`src/rtl/pingpong_hit_judge_if.sv`:
```
// ---------------------------------------------------------------------------
// pingpong_hit_judge_if
// Bundle between the motion/position update logic (master) and the hit
// judge (slave). The same bundle carries the judged result back to the
// score/bounce controller side.
//   in_valid    sample strobe for ball_loc / ball_vel / pat_loc
//   ball_loc    {y, x} unsigned pixels, CW bits per axis
//   ball_vel    {vy[15:0], vx[15:0]} two's complement
//   pat_loc     paddle i at [i*2*CW +: 2*CW], {y, x}
//   swing       per-paddle swing level
//   out_valid   result strobe, three clocks after in_valid
//   collide     per-paddle hit flags
//   hit_any     OR of collide
//   hit_idx     lowest-index hitting paddle
//   edg         table-edge code, held between samples
//   edge_event  one-clock pulse on edg 00 -> nonzero
// ---------------------------------------------------------------------------
interface pingpong_hit_judge_if #(
   parameter int CW    = 11,
   parameter int N_PAT = 2
);
   logic                  in_valid;
   logic [2*CW-1:0]       ball_loc;
   logic [31:0]           ball_vel;
   logic [N_PAT*2*CW-1:0] pat_loc;
   logic [N_PAT-1:0]      swing;
   logic                  out_valid;
   logic [N_PAT-1:0]      collide;
   logic                  hit_any;
   logic [1:0]            hit_idx;
   logic [1:0]            edg;
   logic                  edge_event;

   modport master (
      output in_valid, ball_loc, ball_vel, pat_loc, swing,
      input  out_valid, collide, hit_any, hit_idx, edg, edge_event
   );

   modport slave (
      input  in_valid, ball_loc, ball_vel, pat_loc, swing,
      output out_valid, collide, hit_any, hit_idx, edg, edge_event
   );
endinterface

```
`src/rtl/pingpong_hit_judge.sv`:
```
// ---------------------------------------------------------------------------
// pingpong_hit_judge
// Three-stage pipelined ball/paddle collision judge with table-edge check.
// Each accepted sample is tested against N_PAT paddles with a signed
// squared-distance compare, gated by a per-paddle swing window and a
// post-hit cooldown. One sample per clock, fixed latency, no backpressure.
// Ports:
//   clk    system clock
//   rst_n  synchronous reset, active low
//   bus    pingpong_hit_judge_if.slave (sample in, judged result out)
// ---------------------------------------------------------------------------
module pingpong_hit_judge #(
   parameter int CW        = 11,
   parameter int N_PAT     = 2,
   parameter int BALL_R    = 20,
   parameter int PAT_R     = 60,
   parameter int X_MAX     = 1280,
   parameter int Y_MAX     = 790,
   parameter int SWING_WIN = 16,
   parameter int COOLDOWN  = 8
) (
   input logic                 clk,
   input logic                 rst_n,
   pingpong_hit_judge_if.slave bus
);

   localparam int                D2_W     = 2*CW + 3;
   localparam logic [D2_W-1:0]   R2       = D2_W'((BALL_R + PAT_R) * (BALL_R + PAT_R));
   localparam logic [CW-1:0]     X_MAX_C  = CW'(X_MAX);
   localparam logic [CW-1:0]     X_MID_C  = CW'(X_MAX / 2);
   localparam logic [CW-1:0]     Y_MAX_C  = CW'(Y_MAX);
   localparam logic [CW-1:0]     ONE_C    = CW'(1);
   localparam logic [7:0]        WIN_LOAD = 8'(SWING_WIN);
   localparam logic [7:0]        CD_LOAD  = 8'(COOLDOWN);

   // Square of a signed difference, widened so the sum of two squares
   // cannot overflow.
   function automatic logic [D2_W-1:0] sq(input logic signed [CW:0] v);
      logic signed [2*CW+1:0] ve;
      logic signed [2*CW+1:0] p;
      ve = {{(CW+1){v[CW]}}, v};
      p  = ve * ve;
      return {1'b0, $unsigned(p)};
   endfunction

   function automatic logic [1:0] lowest_idx(input logic [N_PAT-1:0] v);
      logic [1:0] r;
      r = 2'd0;
      for (int i = N_PAT - 1; i >= 0; i--) begin
         if (v[i]) r = 2'(i);
      end
      return r;
   endfunction

   // Top/bottom rows take precedence; there the side is decided by which
   // half of the table the ball is in.
   function automatic logic [1:0] edge_code(input logic [CW-1:0]        x,
                                            input logic [CW-1:0]        y,
                                            input logic signed [15:0]   vx);
      logic [1:0] r;
      if (y <= ONE_C || y > Y_MAX_C)   r = (x > X_MID_C) ? 2'b01 : 2'b10;
      else if (x > X_MAX_C)            r = 2'b01;
      else if (x <= ONE_C && vx < 0)   r = 2'b10;
      else                             r = 2'b00;
      return r;
   endfunction

   logic [CW-1:0]          ball_x;
   logic [CW-1:0]          ball_y;
   logic signed [15:0]     ball_vx;
   logic                   unused_vy;

   logic [N_PAT-1:0]       swing_prev;
   logic [N_PAT-1:0]       rise;
   logic [7:0]             win_cnt [N_PAT];
   logic [7:0]             cd_cnt  [N_PAT];
   logic [N_PAT-1:0]       win_open;

   logic                   vld_p0;
   logic signed [CW:0]     dx_p0 [N_PAT];
   logic signed [CW:0]     dy_p0 [N_PAT];
   logic [N_PAT-1:0]       win_open_p0;
   logic [1:0]             edg_p0;

   logic                   vld_p1;
   logic [D2_W-1:0]        d2_p1 [N_PAT];
   logic [N_PAT-1:0]       win_open_p1;
   logic [1:0]             edg_p1;

   logic [N_PAT-1:0]       cand;

   logic                   vld_p2;
   logic [N_PAT-1:0]       collide_p2;
   logic                   hit_any_p2;
   logic [1:0]             hit_idx_p2;
   logic [1:0]             edg_p2;
   logic                   edge_event_p2;

   assign ball_x    = bus.ball_loc[CW-1:0];
   assign ball_y    = bus.ball_loc[2*CW-1:CW];
   assign ball_vx   = bus.ball_vel[15:0];
   assign unused_vy = ^bus.ball_vel[31:16];

   // A held-high swing produces a single rising edge, so it cannot re-arm.
   assign rise = bus.swing & ~swing_prev;

   always_comb begin
      win_open = '0;
      for (int i = 0; i < N_PAT; i++) begin
         win_open[i] = (win_cnt[i] != 8'd0);
      end
   end

   // ---- Stage 1: signed per-axis differences, window and edge capture ----
   always_ff @(posedge clk) begin
      if (!rst_n) vld_p0 <= 1'b0;
      else        vld_p0 <= bus.in_valid;
   end

   always_ff @(posedge clk) begin
      for (int i = 0; i < N_PAT; i++) begin
         dx_p0[i] <= $signed({1'b0, ball_x}) - $signed({1'b0, bus.pat_loc[i*2*CW +: CW]});
         dy_p0[i] <= $signed({1'b0, ball_y}) - $signed({1'b0, bus.pat_loc[i*2*CW + CW +: CW]});
      end
      win_open_p0 <= win_open;
      edg_p0      <= edge_code(ball_x, ball_y, ball_vx);
   end

   // ---- Stage 2: squared distance ----
   always_ff @(posedge clk) begin
      if (!rst_n) vld_p1 <= 1'b0;
      else        vld_p1 <= vld_p0;
   end

   always_ff @(posedge clk) begin
      for (int i = 0; i < N_PAT; i++) begin
         d2_p1[i] <= sq(dx_p0[i]) + sq(dy_p0[i]);
      end
      win_open_p1 <= win_open_p0;
      edg_p1      <= edg_p0;
   end

   // ---- Stage 3: hit decision, cooldown and registered result ----
   // Strict less-than: touching exactly at R2 is not a hit.
   always_comb begin
      cand = '0;
      for (int i = 0; i < N_PAT; i++) begin
         cand[i] = vld_p1 & win_open_p1[i] & (d2_p1[i] < R2) & (cd_cnt[i] == 8'd0);
      end
   end

   // edg_p2 doubles as the previous-edge register: it only moves on valid
   // samples, so comparing against it gives the 00 -> nonzero transition.
   always_ff @(posedge clk) begin
      if (!rst_n) begin
         vld_p2        <= 1'b0;
         collide_p2    <= '0;
         hit_any_p2    <= 1'b0;
         hit_idx_p2    <= 2'd0;
         edg_p2        <= 2'b00;
         edge_event_p2 <= 1'b0;
      end else begin
         vld_p2 <= vld_p1;
         if (vld_p1) begin
            collide_p2    <= cand;
            hit_any_p2    <= |cand;
            hit_idx_p2    <= lowest_idx(cand);
            edg_p2        <= edg_p1;
            edge_event_p2 <= (edg_p1 != 2'b00) && (edg_p2 == 2'b00);
         end else begin
            collide_p2    <= '0;
            hit_any_p2    <= 1'b0;
            hit_idx_p2    <= 2'd0;
            edge_event_p2 <= 1'b0;
         end
      end
   end

   // A hit closes the window ahead of any same-clock swing edge, so one
   // swing gives at most one hit. Cooldown counts valid samples, not clocks.
   always_ff @(posedge clk) begin
      if (!rst_n) begin
         swing_prev <= '0;
         for (int i = 0; i < N_PAT; i++) begin
            win_cnt[i] <= 8'd0;
            cd_cnt[i]  <= 8'd0;
         end
      end else begin
         swing_prev <= bus.swing;
         for (int i = 0; i < N_PAT; i++) begin
            if (cand[i])                 win_cnt[i] <= 8'd0;
            else if (rise[i])            win_cnt[i] <= WIN_LOAD;
            else if (win_cnt[i] != 8'd0) win_cnt[i] <= win_cnt[i] - 8'd1;

            if (cand[i])                           cd_cnt[i] <= CD_LOAD;
            else if (vld_p1 && cd_cnt[i] != 8'd0)  cd_cnt[i] <= cd_cnt[i] - 8'd1;
         end
      end
   end

   assign bus.out_valid  = vld_p2;
   assign bus.collide    = collide_p2;
   assign bus.hit_any    = hit_any_p2;
   assign bus.hit_idx    = hit_idx_p2;
   assign bus.edg        = edg_p2;
   assign bus.edge_event = edge_event_p2;

endmodule
```
`src/flat_wrapper.sv`:
```
// flat-port wrapper written by rule: the top's interface ports become plain ports
module pingpong_hit_judge_flat 
#(
   parameter int CW        = 11,
   parameter int N_PAT     = 2,
   parameter int BALL_R    = 20,
   parameter int PAT_R     = 60,
   parameter int X_MAX     = 1280,
   parameter int Y_MAX     = 790,
   parameter int SWING_WIN = 16,
   parameter int COOLDOWN  = 8
)
  (clk, rst_n, bus_in_valid, bus_ball_loc, bus_ball_vel, bus_pat_loc, bus_swing, bus_out_valid, bus_collide, bus_hit_any, bus_hit_idx, bus_edg, bus_edge_event);
  pingpong_hit_judge_if #(.CW(CW), .N_PAT(N_PAT)) bus_i ();
  input logic clk;
  input logic rst_n;
  input wire logic [$bits(bus_i.in_valid)-1:0] bus_in_valid;
  input wire logic [$bits(bus_i.ball_loc)-1:0] bus_ball_loc;
  input wire logic [$bits(bus_i.ball_vel)-1:0] bus_ball_vel;
  input wire logic [$bits(bus_i.pat_loc)-1:0] bus_pat_loc;
  input wire logic [$bits(bus_i.swing)-1:0] bus_swing;
  output wire logic [$bits(bus_i.out_valid)-1:0] bus_out_valid;
  output wire logic [$bits(bus_i.collide)-1:0] bus_collide;
  output wire logic [$bits(bus_i.hit_any)-1:0] bus_hit_any;
  output wire logic [$bits(bus_i.hit_idx)-1:0] bus_hit_idx;
  output wire logic [$bits(bus_i.edg)-1:0] bus_edg;
  output wire logic [$bits(bus_i.edge_event)-1:0] bus_edge_event;
  assign bus_i.in_valid = bus_in_valid;
  assign bus_i.ball_loc = bus_ball_loc;
  assign bus_i.ball_vel = bus_ball_vel;
  assign bus_i.pat_loc = bus_pat_loc;
  assign bus_i.swing = bus_swing;
  assign bus_out_valid = bus_i.out_valid;
  assign bus_collide = bus_i.collide;
  assign bus_hit_any = bus_i.hit_any;
  assign bus_hit_idx = bus_i.hit_idx;
  assign bus_edg = bus_i.edg;
  assign bus_edge_event = bus_i.edge_event;
  pingpong_hit_judge #(.CW(CW), .N_PAT(N_PAT), .BALL_R(BALL_R), .PAT_R(PAT_R), .X_MAX(X_MAX), .Y_MAX(Y_MAX), .SWING_WIN(SWING_WIN), .COOLDOWN(COOLDOWN)) u_core (.clk(clk), .rst_n(rst_n), .bus(bus_i));
endmodule
```
`config.mk`:
```
export PLATFORM = sky130hd
export DESIGN_NAME = pingpong_hit_judge_flat
export DESIGN_NICKNAME = d
export VERILOG_FILES = /design/src/rtl/pingpong_hit_judge_if.sv /design/src/rtl/pingpong_hit_judge.sv /design/src/flat_wrapper.sv
export SDC_FILE = /design/constraint.sdc
export NUM_CORES = 2
export LEC_CHECK = 0
export ABC_AREA = 1
export CAP_MARGIN = 20
export CORE_UTILIZATION = 30
export CTS_BUF_LIST = sky130_fd_sc_hd__clkbuf_8
export DETAILED_ROUTE_END_ITERATION = 16
export GPL_ROUTABILITY_DRIVEN = 0
export GPL_TIMING_DRIVEN = 0
export SLEW_MARGIN = 20
export SYNTH_ARGS = -nofsm -noshare
export SYNTH_HDL_FRONTEND = slang
export SYNTH_SLANG_ARGS = --single-unit
```
`constraint.sdc`:
```
create_clock -name clk -period 11 [get_ports clk]
set_clock_uncertainty 0.2 [all_clocks]
set_input_delay 2.2 -clock clk [delete_from_list [all_inputs] [get_ports clk]]
set_output_delay 2.2 -clock clk [all_outputs]
set_load 0.01 [all_outputs]
```
==> key figures <==
Detailed routing
  – Routed via count: 23310
  – Met3 WL: 3586 um
  – Highest metal used: met5
  – Met2 wire len: 31830 um
  – DRT iter0 DRCs: 1049
  – Total wire length: 71440 um
  – DRC errors left: 0
  – Drt first pass iters: 5
  – Final ANT Viol Nets: 0
  – Metal1 wirelength: 34480 um
  – DR WL/cell: 13.70 um
  – Via density: 4.472

Worst setup path
  – Crit path required time: 11.27 ns
  – Worst setup EP type: register
  – Critical path's largest stage delay: 0.63 ns
  – Critical path peak fanout: 10
  – Crit path DAT: 7.43 ns
  – WS Path Type: reg -> reg
  – Nature of the critical path startpoint: register
  – Slowest CP cell: ha_1

Global route
  – Largest net degree at the start of global routing: 17
  – First-pass GRT wire length: 118300 um
  – Vias in the first global route: 23830
  – Total GRT Usage: 14.91%
  – Initial antenna violation count: 3
  – GRT overflow: 0

Timing
  – Period minus WS final: 7.157 ns
  – Slew Viols, Final: 0
  – Final Hold Fails: 0
  – RSZ-0062 raised after global routing: no
  – Peak Freq: 139.7 MHz
  – Period Utilization, post-route: 65.06%
  – # setup viols final: 0
  – Least-Margin Pin Slew: 0.6984 ns
  – Setup TNS Final: 0 ns
  – Worst setup margin: 3.843 ns
  – Slew headroom: 53.01%

Cells and area
  – Share of layout cells above drive strength 1: 3.006%
  – FILL cells: 10560
  – Non-Filler Instances: 5213
  – Final antenna diode count: 0
  – Area of the multi-input gates: 22640 um^2
  – Reg area: 3003 um^2
  – NumNets Final: 4832
  – P&R area growth vs syn: 9.481%

Place
  – DP HPWL: 63290 um
  – Pre-CTS WS: 3.882 ns
  – I/O Buffers: 79
  – Placed cell count: 5181

Synth
  – Share of the synthesized area in the top cell type: 33.05%
  – Most instantiated cells after synthesis: inv_1, nand2_1, fa_1
  – Most used flip-flop cell after synthesis: dfxtp_1
  – Post-synth EDFFs: 32
  – Yosys warns: 0
  – Top post-synthesis cells by area: fa_1, ha_1, inv_1, nand2_1, dfxtp_1
  – Sequential fraction of the synthesis area: 10.12%
  – Total nets after synthesis: 4734
  – Number of synthesized register bits: 134
  – Cells after synthesis: 3815
  – Synth unique cells: 48
  – Async S/R FF share, synth: 0%
  – Post-synthesis cell area: 29680 um^2
  – Yosys top cell by area: fa_1
  – Most numerous cell in the Yosys netlist: inv_1
  – Mean post-synth cell area: 7.779 um^2

Floorplan
  – Die X: 316.5 um
  – I/O Pins: 112
  – Row count: 115
  – Core area: 98130 um^2
  – Die area: 100200 um^2
  – Die Y: 316.5 um
  – Initial core utilization: 30.24%

Clock tree
  – Cts hold-fix bufs: 0
  – Clock sinks: 134
  – Root buf cell: clkbuf_8
  – Post-CTS setup buffer count: 0
  – Clock buffer depth: 2
  – Cts repair resizes: 0
  – Worst-skew pair later-pin latency: 0.59 ns
  – H-tree levels: 4
  – Total CTS buffers: 17
  – CTS tree: built
  – Clk pin slew, worst setup/hold paths: 0.10 ns

Run status
  – Status: finished clean

Flow run
  – Maxcap violations: 0

Hold path
  – Hold Path Class: reg -> reg
[through the flow]
stage               instance area [um^2]  utilization [%]  hold slack [ns]
global route                       32490            33.11           0.1480
detailed placement                 32080            32.69           0.1158
CTS                                32490            33.11           0.1439
finish                             32490            33.11           0.1379
floorplan                          29680                -           0.1096
global placement                   32080            32.69           0.1135
[final cells by class]
type | instances | share of cell area [%]
buffer | 50 | 0.5892
clock buffer | 17 | 0.7201
clock inverter | 15 | 0.5507
inverter | 1025 | 11.84
multi-input combinational | 2606 | 69.67
sequential | 134 | 9.242
tap | 1287 | 4.956
timing repair buffer | 79 | 2.434
[layer usage]
layer / up-vias / track usage, %
li1: 11620 / -
met1: 11150 / 20.82
met2: 451 / 23.56
met3: 86 / 2.681
met4: 4 / 4.065
met5: - / 0
[placed cells by master, fill, tap and decap left out, types with 9 or more instances in the layout]
cell / count
nand2_1: 758
nor3_1: 24
o21bai_1: 17
clkdlybuf4s50_1: 79
a21oi_1: 188
o21ai_1: 9
dfxtp_1: 102
inv_1: 1016
clkbuf_8: 17
nor2_2: 11
or2_2: 17
xnor2_1: 54
nand4_1: 38
nand3_1: 118
edfxtp_1: 32
fa_1: 490
clkbuf_1: 49
xor2_1: 112
nand2_2: 15
o21ai_0: 83
ha_1: 326
nand3b_1: 10
nor2_1: 252
[final timing paths]
kind / startpoint / endpoint / slack (ns) / cells after the start
worst max register to register: u_core.dx_p0[0][14]$_DFF_P_ / u_core.d2_p1[0][48]$_DFF_P_ / 3.84 / 27
worst max-delay path: u_core.dx_p0[0][14]$_DFF_P_ / u_core.d2_p1[0][48]$_DFF_P_ / 3.84 / 27
worst min-delay path: u_core.win_open_p0[0]$_DFF_P_ / u_core.win_open_p1[0]$_DFF_P_ / 0.14 / 0
worst min register to register: u_core.win_open_p0[0]$_DFF_P_ / u_core.win_open_p1[0]$_DFF_P_ / 0.14 / 0
[worst max-delay path: cells and delay by family (launching register included)]
| family | cells | cell delay, ns |
|---|---|---|
| AO/OA/AOI/OAI | 3 | 0.51 |
| adder cells (fa/ha/maj) | 7 | 3.65 |
| buffers and inverters | 7 | 1.08 |
| flip-flops | 1 | 0.49 |
| AND/OR/NAND/NOR | 10 | 1.13 |
[cells by family after synthesis]
group,after synthesis,share of synthesized area [%]
flip-flops,134,10.12
buffers and inverters,1075,13.61
adder cells (fa/ha/maj),816,46.80
AO/OA/AOI/OAI,345,6.446
other,1,0.01264
AND/OR/NAND/NOR,1278,18.12
XOR/XNOR,166,4.899
[state kept, by name, indices dropped and copies added, names as in the netlist, 2 cells and up]
register,cells
u_core.d2_p1,34
u_core.win_open_p0,2
u_core.dy_p0,24
u_core.dx_p0,24
u_core.swing_prev,2
u_core.bus.edg,2
u_core.win_cnt,16
u_core.win_open_p1,2
u_core.edg_p1,2
u_core.edg_p0,2
u_core.bus.collide,2
u_core.cd_cnt,16
Power is left out: the tool's default activity adds up to more than one toggle a clock period on the data nets, which glitch-free logic cannot reach.
